File: src/rtl/counter_pkg.sv
// rtl/counter_pkg.sv - shared types and helpers for the up/down step counter family
package counter_pkg;

    typedef enum logic {COUNT_WRAP, COUNT_SATURATE} counter_mode_e;
    typedef enum logic {DIR_UP, DIR_DOWN} count_dir_e;

    // Limits a requested value to the counter's terminal value.
    function automatic int unsigned clamp_to_max(input int unsigned value,
                                                 input int unsigned max_value);
        return (value > max_value) ? max_value : value;
    endfunction

endpackage

File: src/rtl/updown_step_counter_if.sv
// rtl/updown_step_counter_if.sv - control/status bundle of the up/down step counter
//
// Ports (master drives controls, slave returns status):
//   clear, load, load_value, increment, decrement, step : controls
//   count, is_zero, is_max, overflow, underflow          : status
interface updown_step_counter_if #(
    parameter int WIDTH      = 6,
    parameter int STEP_WIDTH = 1
);
    logic                  clear;
    logic                  load;
    logic [WIDTH-1:0]      load_value;
    logic                  increment;
    logic                  decrement;
    logic [STEP_WIDTH-1:0] step;
    logic [WIDTH-1:0]      count;
    logic                  is_zero;
    logic                  is_max;
    logic                  overflow;
    logic                  underflow;

    modport master (
        output clear, load, load_value, increment, decrement, step,
        input  count, is_zero, is_max, overflow, underflow
    );

    modport slave (
        input  clear, load, load_value, increment, decrement, step,
        output count, is_zero, is_max, overflow, underflow
    );
endinterface

File: src/rtl/counter_next_value.sv
// rtl/counter_next_value.sv - combinational next-count and overflow/underflow strobes
//
// Ports:
//   i_count     : current count
//   i_step      : unsigned step magnitude
//   i_direction : DIR_UP or DIR_DOWN
//   o_next      : count after applying the step
//   o_overflow  : up-step crossed MAX_COUNT
//   o_underflow : down-step crossed 0
module counter_next_value
    import counter_pkg::*;
#(
    parameter int            WIDTH      = 6,
    parameter int            STEP_WIDTH = 1,
    parameter int            MAX_COUNT  = (1 << WIDTH) - 1,
    parameter counter_mode_e MODE       = COUNT_WRAP
) (
    input  logic [WIDTH-1:0]      i_count,
    input  logic [STEP_WIDTH-1:0] i_step,
    input  count_dir_e            i_direction,
    output logic [WIDTH-1:0]      o_next,
    output logic                  o_overflow,
    output logic                  o_underflow
);
    // One extra bit so the sum and the wrapped difference never lose a carry.
    localparam logic [WIDTH:0] MAX_EXT = (WIDTH+1)'(MAX_COUNT);
    localparam logic [WIDTH:0] MOD_EXT = (WIDTH+1)'(MAX_COUNT + 1);

    logic [WIDTH:0] w_count_ext;
    logic [WIDTH:0] w_step_ext;
    logic [WIDTH:0] w_sum;

    assign w_count_ext = {1'b0, i_count};
    assign w_step_ext  = (WIDTH+1)'(i_step);
    assign w_sum       = w_count_ext + w_step_ext;

    always_comb begin
        o_next      = i_count;
        o_overflow  = 1'b0;
        o_underflow = 1'b0;
        if (i_direction == DIR_UP) begin
            if (w_sum > MAX_EXT) begin
                o_overflow = 1'b1;
                o_next     = (MODE == COUNT_WRAP) ? WIDTH'(w_sum - MOD_EXT)
                                                  : WIDTH'(MAX_EXT);
            end else begin
                o_next = WIDTH'(w_sum);
            end
        end else begin
            if (w_step_ext > w_count_ext) begin
                o_underflow = 1'b1;
                // Add the modulus before subtracting so the result stays non-negative.
                o_next      = (MODE == COUNT_WRAP) ? WIDTH'(w_count_ext + MOD_EXT - w_step_ext)
                                                   : '0;
            end else begin
                o_next = WIDTH'(w_count_ext - w_step_ext);
            end
        end
    end
endmodule

File: src/rtl/updown_step_counter.sv
// rtl/updown_step_counter.sv - up/down counter with modulus, step, wrap/saturate and pulses
//
// Ports:
//   clock : core clock, rising edge
//   reset : asynchronous reset, active-high
//   bus   : updown_step_counter_if.slave (controls in, count/decodes/pulses out)
module updown_step_counter
    import counter_pkg::*;
#(
    parameter int            WIDTH      = 6,
    parameter int            MAX_COUNT  = (1 << WIDTH) - 1,
    parameter int            STEP_WIDTH = 1,
    parameter counter_mode_e MODE       = COUNT_WRAP
) (
    input logic                  clock,
    input logic                  reset,
    updown_step_counter_if.slave bus
);
    if (WIDTH < 1 || WIDTH > 30) begin : g_bad_width
        $fatal(1, "updown_step_counter: WIDTH must be 1..30");
    end
    if (MAX_COUNT < 1 || MAX_COUNT > (1 << WIDTH) - 1) begin : g_bad_max
        $fatal(1, "updown_step_counter: MAX_COUNT must be 1..2**WIDTH-1");
    end
    if (STEP_WIDTH < 1 || ((1 << STEP_WIDTH) - 1) > MAX_COUNT + 1) begin : g_bad_step
        $fatal(1, "updown_step_counter: largest step exceeds the modulus");
    end

    logic [WIDTH-1:0] r_count;
    logic             r_overflow;
    logic             r_underflow;

    logic [WIDTH-1:0] w_next;
    logic             w_ovf;
    logic             w_unf;
    logic             w_step_req;
    count_dir_e       w_dir;

    // Conflicting requests or a zero step leave the count alone.
    assign w_step_req = (bus.increment ^ bus.decrement) && (bus.step != '0);
    assign w_dir      = bus.decrement ? DIR_DOWN : DIR_UP;

    counter_next_value #(
        .WIDTH      (WIDTH),
        .STEP_WIDTH (STEP_WIDTH),
        .MAX_COUNT  (MAX_COUNT),
        .MODE       (MODE)
    ) u_next (
        .i_count     (r_count),
        .i_step      (bus.step),
        .i_direction (w_dir),
        .o_next      (w_next),
        .o_overflow  (w_ovf),
        .o_underflow (w_unf)
    );

    always_ff @(posedge clock or posedge reset) begin
        if (reset) begin
            r_count     <= '0;
            r_overflow  <= 1'b0;
            r_underflow <= 1'b0;
        end else begin
            r_overflow  <= 1'b0;
            r_underflow <= 1'b0;
            if (bus.clear) begin
                r_count <= '0;
            end else if (bus.load) begin
                r_count <= WIDTH'(clamp_to_max(32'(bus.load_value), MAX_COUNT));
            end else if (w_step_req) begin
                r_count     <= w_next;
                r_overflow  <= w_ovf;
                r_underflow <= w_unf;
            end
        end
    end

    assign bus.count     = r_count;
    assign bus.is_zero   = (r_count == '0);
    assign bus.is_max    = (r_count == WIDTH'(MAX_COUNT));
    assign bus.overflow  = r_overflow;
    assign bus.underflow = r_underflow;
endmodule

File: src/flat_wrapper.sv
// flat-port wrapper written by rule: the top's interface ports become plain ports
module updown_step_counter_flat import counter_pkg::*;
#(
    parameter int            WIDTH      = 6,
    parameter int            MAX_COUNT  = (1 << WIDTH) - 1,
    parameter int            STEP_WIDTH = 1,
    parameter counter_mode_e MODE       = COUNT_WRAP
)
  (clock, reset, bus_clear, bus_load, bus_load_value, bus_increment, bus_decrement, bus_step, bus_count, bus_is_zero, bus_is_max, bus_overflow, bus_underflow);
  updown_step_counter_if #(.WIDTH(WIDTH), .STEP_WIDTH(STEP_WIDTH)) bus_i ();
  input logic clock;
  input logic reset;
  input wire logic [$bits(bus_i.clear)-1:0] bus_clear;
  input wire logic [$bits(bus_i.load)-1:0] bus_load;
  input wire logic [$bits(bus_i.load_value)-1:0] bus_load_value;
  input wire logic [$bits(bus_i.increment)-1:0] bus_increment;
  input wire logic [$bits(bus_i.decrement)-1:0] bus_decrement;
  input wire logic [$bits(bus_i.step)-1:0] bus_step;
  output wire logic [$bits(bus_i.count)-1:0] bus_count;
  output wire logic [$bits(bus_i.is_zero)-1:0] bus_is_zero;
  output wire logic [$bits(bus_i.is_max)-1:0] bus_is_max;
  output wire logic [$bits(bus_i.overflow)-1:0] bus_overflow;
  output wire logic [$bits(bus_i.underflow)-1:0] bus_underflow;
  assign bus_i.clear = bus_clear;
  assign bus_i.load = bus_load;
  assign bus_i.load_value = bus_load_value;
  assign bus_i.increment = bus_increment;
  assign bus_i.decrement = bus_decrement;
  assign bus_i.step = bus_step;
  assign bus_count = bus_i.count;
  assign bus_is_zero = bus_i.is_zero;
  assign bus_is_max = bus_i.is_max;
  assign bus_overflow = bus_i.overflow;
  assign bus_underflow = bus_i.underflow;
  updown_step_counter #(.WIDTH(WIDTH), .MAX_COUNT(MAX_COUNT), .STEP_WIDTH(STEP_WIDTH), .MODE(MODE)) u_core (.clock(clock), .reset(reset), .bus(bus_i));
endmodule
File: config.mk
export PLATFORM = sky130hd
export DESIGN_NAME = updown_step_counter_flat
export DESIGN_NICKNAME = d
export VERILOG_FILES = /design/src/rtl/counter_pkg.sv /design/src/rtl/updown_step_counter_if.sv /design/src/rtl/counter_next_value.sv /design/src/rtl/updown_step_counter.sv /design/src/flat_wrapper.sv
export SDC_FILE = /design/constraint.sdc
export NUM_CORES = 1
export LEC_CHECK = 0
export BUFFER_PORTS_ARGS = -buffer_cell sky130_fd_sc_hd__buf_4
export CAP_MARGIN = 20
export CORE_MARGIN = 1
export CORE_UTILIZATION = 35
export CTS_CLUSTER_SIZE = 30
export DETAILED_ROUTE_END_ITERATION = 8
export PLACE_DENSITY_LB_ADDON = 0.3
export SLEW_MARGIN = 20
export SYNTH_ARGS = -nofsm -noshare
export SYNTH_HDL_FRONTEND = slang
export SYNTH_HIERARCHICAL = 1
export SYNTH_SLANG_ARGS = --single-unit
File: constraint.sdc
create_clock -name clock -period 1.6 [get_ports clock]
set_input_delay 0.24 -clock clock [delete_from_list [all_inputs] [get_ports clock]]
set_output_delay 0.24 -clock clock [all_outputs]
set_load 0.01 [all_outputs]
==> flow_metrics.py, run 1 <==
metrics = {
    "global_route": {
        "overflow": 0,
        "grt_antenna_before_repair": 0,
        "largest_net_degree_at_the_start_of_global_routing": 15,
        "first_global_vias": 701,
        "grt.total_usage": 0.195,
        "grt_first_pass_wirelength_um": 3090,
    },
    "logic_synthesis": {
        "synth_seq_area_share": 0.277,
        "post-synth-top-count-cell": "sky130_fd_sc_hd__inv_1",
        "synth-seq-cells": 8,
        "synth_common_cells": "sky130_fd_sc_hd__inv_1, sky130_fd_sc_hd__dfrtp_1, sky130_fd_sc_hd__a221oi_2, sky130_fd_sc_hd__a31oi_1, sky130_fd_sc_hd__o21ai_1",
        "synthDistinctLibCells": 29,
        "postSynth.topFlopCell": "sky130_fd_sc_hd__dfrtp_1",
        "synth_edf_count": 0,
        "post_synth_inst_count": 74,
        "synth_top_area_frac": 0.277,
        "synth.yosys.warnings": 6,
        "synth_fp_nets": 91,
        "avgSynthCellArea_sq_um": 9.77,
        "synth_area_sq_um": 723,
        "synth_area_leader_cell": "sky130_fd_sc_hd__dfrtp_1",
        "synth_top_cells_by_area": "sky130_fd_sc_hd__dfrtp_1, sky130_fd_sc_hd__a221oi_2, sky130_fd_sc_hd__ha_1, sky130_fd_sc_hd__inv_1, sky130_fd_sc_hd__a31oi_1",
        "synthArstFlopShare": 1.00,
    },
    "pwr": {
        "switchingPower_uw": 221,
        "p_clk_frac": 0.247,
        "power_frac_comb": 0.393,
        "p_seq_frac": 0.360,
        "cell_area_power_density_mw_per_mm2": 596,
        "cell_internal_pwr_uw": 429,
        "vdd.ir_drop.worst_v": 0.000389,
        "leakage_nw": 0.494,
        "switching_share": 0.340,
        "finalPower_uw": 650,
    },
    "route": {
        "drt-total-wl_um": 1880,
        "drcViolationCount": 0,
        "drc_marker_count_from_the_first_detailed_route_iteration": 10,
        "wl_per_cell_um": 14.1,
        "avg_vias_per_cell": 5.34,
        "via_count": 710,
        "detail-route-antenna-nets": 0,
        "detailedRoute.firstPassIterationCount": 5,
    },
    "timing": {
        "worst_slew_pin_slew_ps": 371,
        "finalSetupViolCount": 4,
        "drv_slew": 0,
        "timing.final.crit_period_ps": 1760,
        "post-route-period-util": 1.10,
        "finalWorstSetupSlack_ps": -163,
        "hold_ws_ps": 231,
        "slew-limit-headroom": 0.753,
        "rsz0062_at_grt": "yes",
        "highest_clock_frequency_the_design_can_meet_mhz": 567,
        "timing.clock.skew_ps": 6.79,
        "finalHoldViolCount": 0,
    },
    "floorplanning": {
        "die_height_um": 47.5,
        "placement_rows": 16,
        "io_count": 23,
        "total_die_area_sq_mm": 0.00225,
        "die_width_um": 47.5,
        "initial_utilization": 0.372,
        "core_area_sq_mm": 0.00194,
    },
    "cts": {
        "clock_insertion_delay_worst_skew_ps": 260,
        "tritoncts": "done",
        "cts.path.max_buffers": 2,
        "ctsHtreeMaxLevel": 1,
        "cts_sinks": 8,
        "clk_root_buffer_cell": "sky130_fd_sc_hd__clkbuf_4",
        "number_of_buffers_created_by_cts": 3,
        "worst_setup_hold_path_clk_slew_ps": 60,
    },
    "finish": {
        "num-nets-final": 125,
        "flow.area_growth_from_synthesis_pct": 50.9,
        "final_layout_size_suffix_gt1_frac": 0.566,
        "num_antenna_cells": 0,
    },
    "setup_path": {
        "r2r_setup_slack_ps": -80,
        "crit-reg2reg-launch": "u_core/bus.count[0]$_DFFE_PP0P_",
        "timing.critical_path.from_type": "flip-flop",
        "startpoint": "u_core/bus.count[0]$_DFFE_PP0P_",
        "worst_ep_arrival_time_ps": 1520,
        "cp-endpoint": "bus_is_zero",
        "timing.reg2reg.worst_path_depth": 8,
        "cp.required_ps": 1360,
        "crit-reg2reg-capture": "u_core/bus.count[4]$_DFFE_PP0P_",
        "critPathMaxFanout": 3,
        "timing.critical_path.to_type": "primary output",
        "crit_type": "flip-flop to primary output",
    },
    "status": {
        "result_of_the_run": "finished with violations",
        "violations": "negative setup slack",
    },
    "placement": {
        "post-dp-hpwl_um": 1360,
        "routabilityCongestion": 0.794,
        "dpl_worst_slack_ps": -55.8,
        "quantity_of_i_o_buffers_inserted_on_ports": 22,
    },
    "hold_path": {
        "hp-class": "input port to flip-flop",
        "min-delay-start": "bus_clear",
    },
    "flow_run": {
        "max_cap_viol": 0,
    },
}
layout make-up:
cell class	instances	area [sq um]
clock buffers	3	22.5
flip-flops and latches	8	200
well taps	27	33.8
repair buffers	33	250
fillers	187	851
multi-input cells	50	539
inverters	12	45.0
metal layers:
layer  global-route usage  up-vias  part of all wire
met5                    0        -                 0
met4               0.0571        0             0.022
met3               0.0604        4             0.059
met2                0.334       27              0.50
met1                0.233      343              0.42
li1                     -      336                 -
worst max-delay path: stages, from the launching register on:
cell                      delay (ps)
sky130_fd_sc_hd__dfrtp_1         390
sky130_fd_sc_hd__buf_4           140
sky130_fd_sc_hd__or4_4           470
sky130_fd_sc_hd__nor3_2          120
sky130_fd_sc_hd__buf_4           140
cells by family after synthesis:
group                    share of synthesized area
XOR/XNOR                                    0.0830
adder cells (fa/ha/maj)                     0.0692
AO/OA/AOI/OAI                                0.251
multiplexers                                0.0415
AND/OR/NAND/NOR                              0.182
buffers and inverters                       0.0969
flip-flops                                   0.277
power groups by stage:
stage	Sequential (mW)	Combinational, mW	Clock (mW)
after floorplan	0.244	0.117	0
after global placement	0.235	0.219	0
after detailed placement	0.236	0.222	0
after CTS	0.234	0.237	0.163
after global routing	0.237	0.280	0.173
final	0.234	0.256	0.161
worst min-delay path by stage:
stage / to / slack, ps / cells past startpoint
global placement: u_core/bus.count[1]$_DFFE_PP0P_ / 220 / 2
global route: u_core/bus.count[2]$_DFFE_PP0P_ / 230 / 2
detailed placement: u_core/bus.count[1]$_DFFE_PP0P_ / 220 / 2
finish: u_core/bus.count[3]$_DFFE_PP0P_ / 230 / 2
floorplan: u_core/bus.count[0]$_DFFE_PP0P_ / 60 / 1
CTS: u_core/bus.count[3]$_DFFE_PP0P_ / 230 / 2
sequential cells by signal, summed over array words and instances (netlist names):
name                  cells
u_core/bus.count          6
u_core/bus.overflow       1
u_core/bus.underflow      1
per-stage QoR:
step           TNS [ps]  instance area, sq um  cells  utilization
2_1_floorplan     -27.1                   728     74            -
3_3_place_gp      -6.30                   970    128        0.499
3_5_place_dp      -55.8                   970    128        0.499
4_1_cts            -316                  1040    133        0.537
5_1_grt            -886                  1090    133        0.562
6_report           -362                  1090    133        0.562
layout by cell type, fill, tap and decap left out:
cell type,instances
sky130_fd_sc_hd__nor3b_2,1
sky130_fd_sc_hd__dlygate4sd3_1,1
sky130_fd_sc_hd__nand4_1,1
sky130_fd_sc_hd__xnor2_1,4
sky130_fd_sc_hd__ha_2,1
sky130_fd_sc_hd__xor2_1,1
sky130_fd_sc_hd__or4_4,1
sky130_fd_sc_hd__buf_4,32
sky130_fd_sc_hd__a31oi_1,6
sky130_fd_sc_hd__clkbuf_4,3
sky130_fd_sc_hd__and3_4,1
sky130_fd_sc_hd__nor3_2,1
sky130_fd_sc_hd__and3b_1,1
sky130_fd_sc_hd__nor4b_2,3
sky130_fd_sc_hd__a221oi_2,6
sky130_fd_sc_hd__nor2_1,3
sky130_fd_sc_hd__nand2_2,1
sky130_fd_sc_hd__nand2_1,1
sky130_fd_sc_hd__mux2i_2,2
sky130_fd_sc_hd__ha_4,3
sky130_fd_sc_hd__xor2_2,1
sky130_fd_sc_hd__nand2_4,1
sky130_fd_sc_hd__nand4b_1,1
sky130_fd_sc_hd__dfrtp_1,8
sky130_fd_sc_hd__and4_2,1
sky130_fd_sc_hd__inv_1,12
sky130_fd_sc_hd__a32oi_2,1
sky130_fd_sc_hd__mux2i_1,1
sky130_fd_sc_hd__o21ai_1,6
sky130_fd_sc_hd__o31ai_4,1
timing repair:
action,in CTS,in global routing
setup endpoints to repair,4,7
pin swaps,9,9
resized for setup,6,9
setup buffers,1,0
hold endpoints to repair,8,0
hold buffers,1,0
cloned,0,0
No activity file was read; power rests on OpenSTA's default activity.
==> inputs of run 2 (changes only) <==
ABC_AREA = 1   (was default)
CORE_ASPECT_RATIO = 0.6   (was default)
==> run 2 against run 1 <==
Compared with the run above: the flow now finishes without violations; final area up 2.2%; combinational power up 11%; final cell count grew 36%; worst hold slack improved by 110 ps; area after synthesis up 9.0%.
==> flow_metrics.py, run 2 <==
metrics = {
    "hold_path": {
        "min-delay-start": "bus_decrement",
        "hp-class": "input port to flip-flop",
    },
    "pwr": {
        "cell_internal_pwr_uw": 517,
        "cell_area_power_density_mw_per_mm2": 690,
        "leakage_nw": 0.589,
        "p_seq_frac": 0.322,
        "switching_share": 0.328,
        "p_clk_frac": 0.310,
        "switchingPower_uw": 252,
        "power_frac_comb": 0.368,
        "vdd.ir_drop.worst_v": 0.000313,
    },
    "setup_path": {
        "slowest_delay_ps": 410,
        "worstPathCellList": "buf_4, buf_4, nor2_1, nand2_1, nor3_2, buf_4",
        "critPathMaxFanout": 4,
        "crit-reg2reg-launch": "u_core/bus.count[0]$_DFFE_PP0P_",
        "startpoint": "u_core/bus.count[0]$_DFFE_PP0P_",
        "crit_type": "flip-flop to primary output",
        "critical_path.most_common_cell": "sky130_fd_sc_hd__buf_4",
        "cp.required_ps": 1360,
        "timing.critical_path.slowest_stage_cell": "sky130_fd_sc_hd__dfrtp_1",
        "worst_ep_arrival_time_ps": 1320,
        "timing.critical_path.to_type": "primary output",
        "timing.critical_path.from_type": "flip-flop",
    },
    "cts": {
        "worst_setup_hold_path_clk_slew_ps": 40,
        "clock_insertion_delay_worst_skew_ps": 230,
        "cts_sinks": 8,
        "cts.path.max_buffers": 2,
        "number_of_buffers_created_by_cts": 3,
        "ctsHtreeMaxLevel": 1,
        "clk_root_buffer_cell": "sky130_fd_sc_hd__clkbuf_8",
        "tritoncts": "done",
    },
    "placement": {
        "post-dp-hpwl_um": 1560,
        "quantity_of_i_o_buffers_inserted_on_ports": 22,
        "routabilityCongestion": 0.848,
    },
    "logic_synthesis": {
        "synth_area_sq_um": 788,
        "synthDistinctLibCells": 24,
        "synth_area_leader_cell": "sky130_fd_sc_hd__dfrtp_1",
        "synth_edf_count": 0,
        "avgSynthCellArea_sq_um": 6.57,
        "synth_fp_nets": 137,
        "synth_seq_area_share": 0.254,
        "synth_top_cells_by_area": "sky130_fd_sc_hd__dfrtp_1, sky130_fd_sc_hd__nand2_1, sky130_fd_sc_hd__nand3_1, sky130_fd_sc_hd__ha_1, sky130_fd_sc_hd__inv_1",
        "synth_top_area_frac": 0.254,
        "synth_common_cells": "sky130_fd_sc_hd__nand2_1, sky130_fd_sc_hd__nand3_1, sky130_fd_sc_hd__inv_1, sky130_fd_sc_hd__dfrtp_1",
        "post_synth_inst_count": 120,
        "postSynth.topFlopCell": "sky130_fd_sc_hd__dfrtp_1",
        "synthArstFlopShare": 1.00,
        "synth.yosys.warnings": 6,
        "post-synth-top-count-cell": "sky130_fd_sc_hd__nand2_1",
        "synth-seq-cells": 8,
    },
    "route": {
        "detail-route-antenna-nets": 0,
        "drt-total-wl_um": 2090,
        "via_count": 872,
        "wl_per_cell_um": 11.5,
        "detailedRoute.firstPassIterationCount": 4,
        "drcViolationCount": 0,
        "avg_vias_per_cell": 4.82,
        "drc_marker_count_from_the_first_detailed_route_iteration": 88,
    },
    "global_route": {
        "first_global_vias": 703,
        "overflow": 0,
        "grt.total_usage": 0.178,
        "grt_antenna_before_repair": 0,
        "grt_first_pass_wirelength_um": 3230,
        "largest_net_degree_at_the_start_of_global_routing": 11,
    },
    "timing": {
        "worst_slew_pin_slew_ps": 329,
        "drv_slew": 0,
        "slew-limit-headroom": 0.780,
        "timing.final.crit_period_ps": 1560,
        "timing.clock.skew_ps": 2.23,
        "finalSetupViolCount": 0,
        "finalHoldViolCount": 0,
        "hold_ws_ps": 342,
        "highest_clock_frequency_the_design_can_meet_mhz": 643,
        "post-route-period-util": 0.972,
    },
    "finish": {
        "most_used_cells_in_the_layout_excluding_fill_and_tap_cells": "sky130_fd_sc_hd__nand2_1, sky130_fd_sc_hd__buf_4, sky130_fd_sc_hd__nand3_1",
        "num-nets-final": 172,
        "flow.area_growth_from_synthesis_pct": 41.4,
        "num_antenna_cells": 0,
        "layout_commonest_cell": "sky130_fd_sc_hd__nand2_1",
        "final_layout_size_suffix_gt1_frac": 0.327,
        "largest_reg_flops": 6,
        "final_core_utilization": 0.563,
    },
    "status": {
        "result_of_the_run": "complete, no violations",
    },
    "floorplanning": {
        "placement_rows": 12,
        "io_count": 23,
        "core_area_sq_mm": 0.00198,
        "die_height_um": 38.8,
        "die_width_um": 63.3,
        "total_die_area_sq_mm": 0.00245,
        "initial_utilization": 0.398,
    },
    "flow_run": {
        "max_cap_viol": 0,
    },
}
run 2: power by group through the flow:
stage / combinational (mW) / sequential, mW / clock [mW]
2_1_floorplan: 0.150 / 0.250 / 0
3_3_place_gp: 0.241 / 0.250 / 0
3_5_place_dp: 0.242 / 0.252 / 0
4_1_cts: 0.246 / 0.250 / 0.246
5_1_grt: 0.317 / 0.250 / 0.257
6_report: 0.283 / 0.248 / 0.239
run 2: per-layer routing:
layer,routed length [um],share of wire,GRT usage,vias to the layer above
li1,-,-,-,454
met1,968,0.46,0.258,376
met2,896,0.43,0.269,42
met3,224,0.11,0.0588,0
met4,0,0,0,0
met5,0,0,0,-
run 2: critical path: cells and delay by family, from the launching register on:
kind                   cells  cell delay (ps)
and+or+nand+nor            3              260
buffers and inverters      3              420
DFF                        1              410
run 2: final timing paths:
kind,end,slack [ps],cells after the start
setup / recovery,bus_is_zero,40,6
hold / removal,u_core/bus.overflow$_DFF_PP0_,340,4
setup reg to reg,u_core/bus.count[4]$_DFFE_PP0P_,90,10
hold reg to reg,u_core/bus.count[1]$_DFFE_PP0P_,650,2
max in group asynchronous,u_core/bus.count[2]$_DFFE_PP0P_,820,3
min in group asynchronous,u_core/bus.count[0]$_DFFE_PP0P_,530,3
run 2: kinds of logic after synthesis:
logic type | after synthesis | share of synthesized area
buffers and inverters | 17 | 0.105
and+or+nand+nor | 80 | 0.498
DFF | 8 | 0.254
AOI/OAI and AO/OA | 9 | 0.0571
xor gates and xnor gates | 2 | 0.0222
adders and majority gates | 4 | 0.0635
run 2: timing repair:
| action | in CTS | in global routing |
|---|---|---|
| hold endpoints to repair | 8 | 0 |
| setup buffers | 0 | 6 |
| resized for setup | 2 | 6 |
| hold buffers | 1 | 0 |
| setup endpoints to repair | 3 | 4 |
| pin swaps | 0 | 1 |
run 2: cell type report:
cell class / count / area (sq um)
Clock buffer: 3 / 41.3
Fill cell: 197 / 867
Inverter: 14 / 55.1
Multi-Input combinational cell: 95 / 532
Sequential cell: 8 / 201
Tap cell: 28 / 35.0
Timing Repair Buffer: 33 / 250
run 2: metrics by stage:
stage	instances	power, mW	setup WS [ps]	setup TNS, ps	cell area [sq um]
2_1_floorplan	120	0.400	55.0	0	788
3_3_place_gp	171	0.491	54.8	0	991
3_5_place_dp	171	0.495	26.0	0	991
4_1_cts	175	0.743	18.4	0	1050
5_1_grt	181	0.825	-15.6	-16.8	1110
6_report	181	0.770	44.1	0	1110
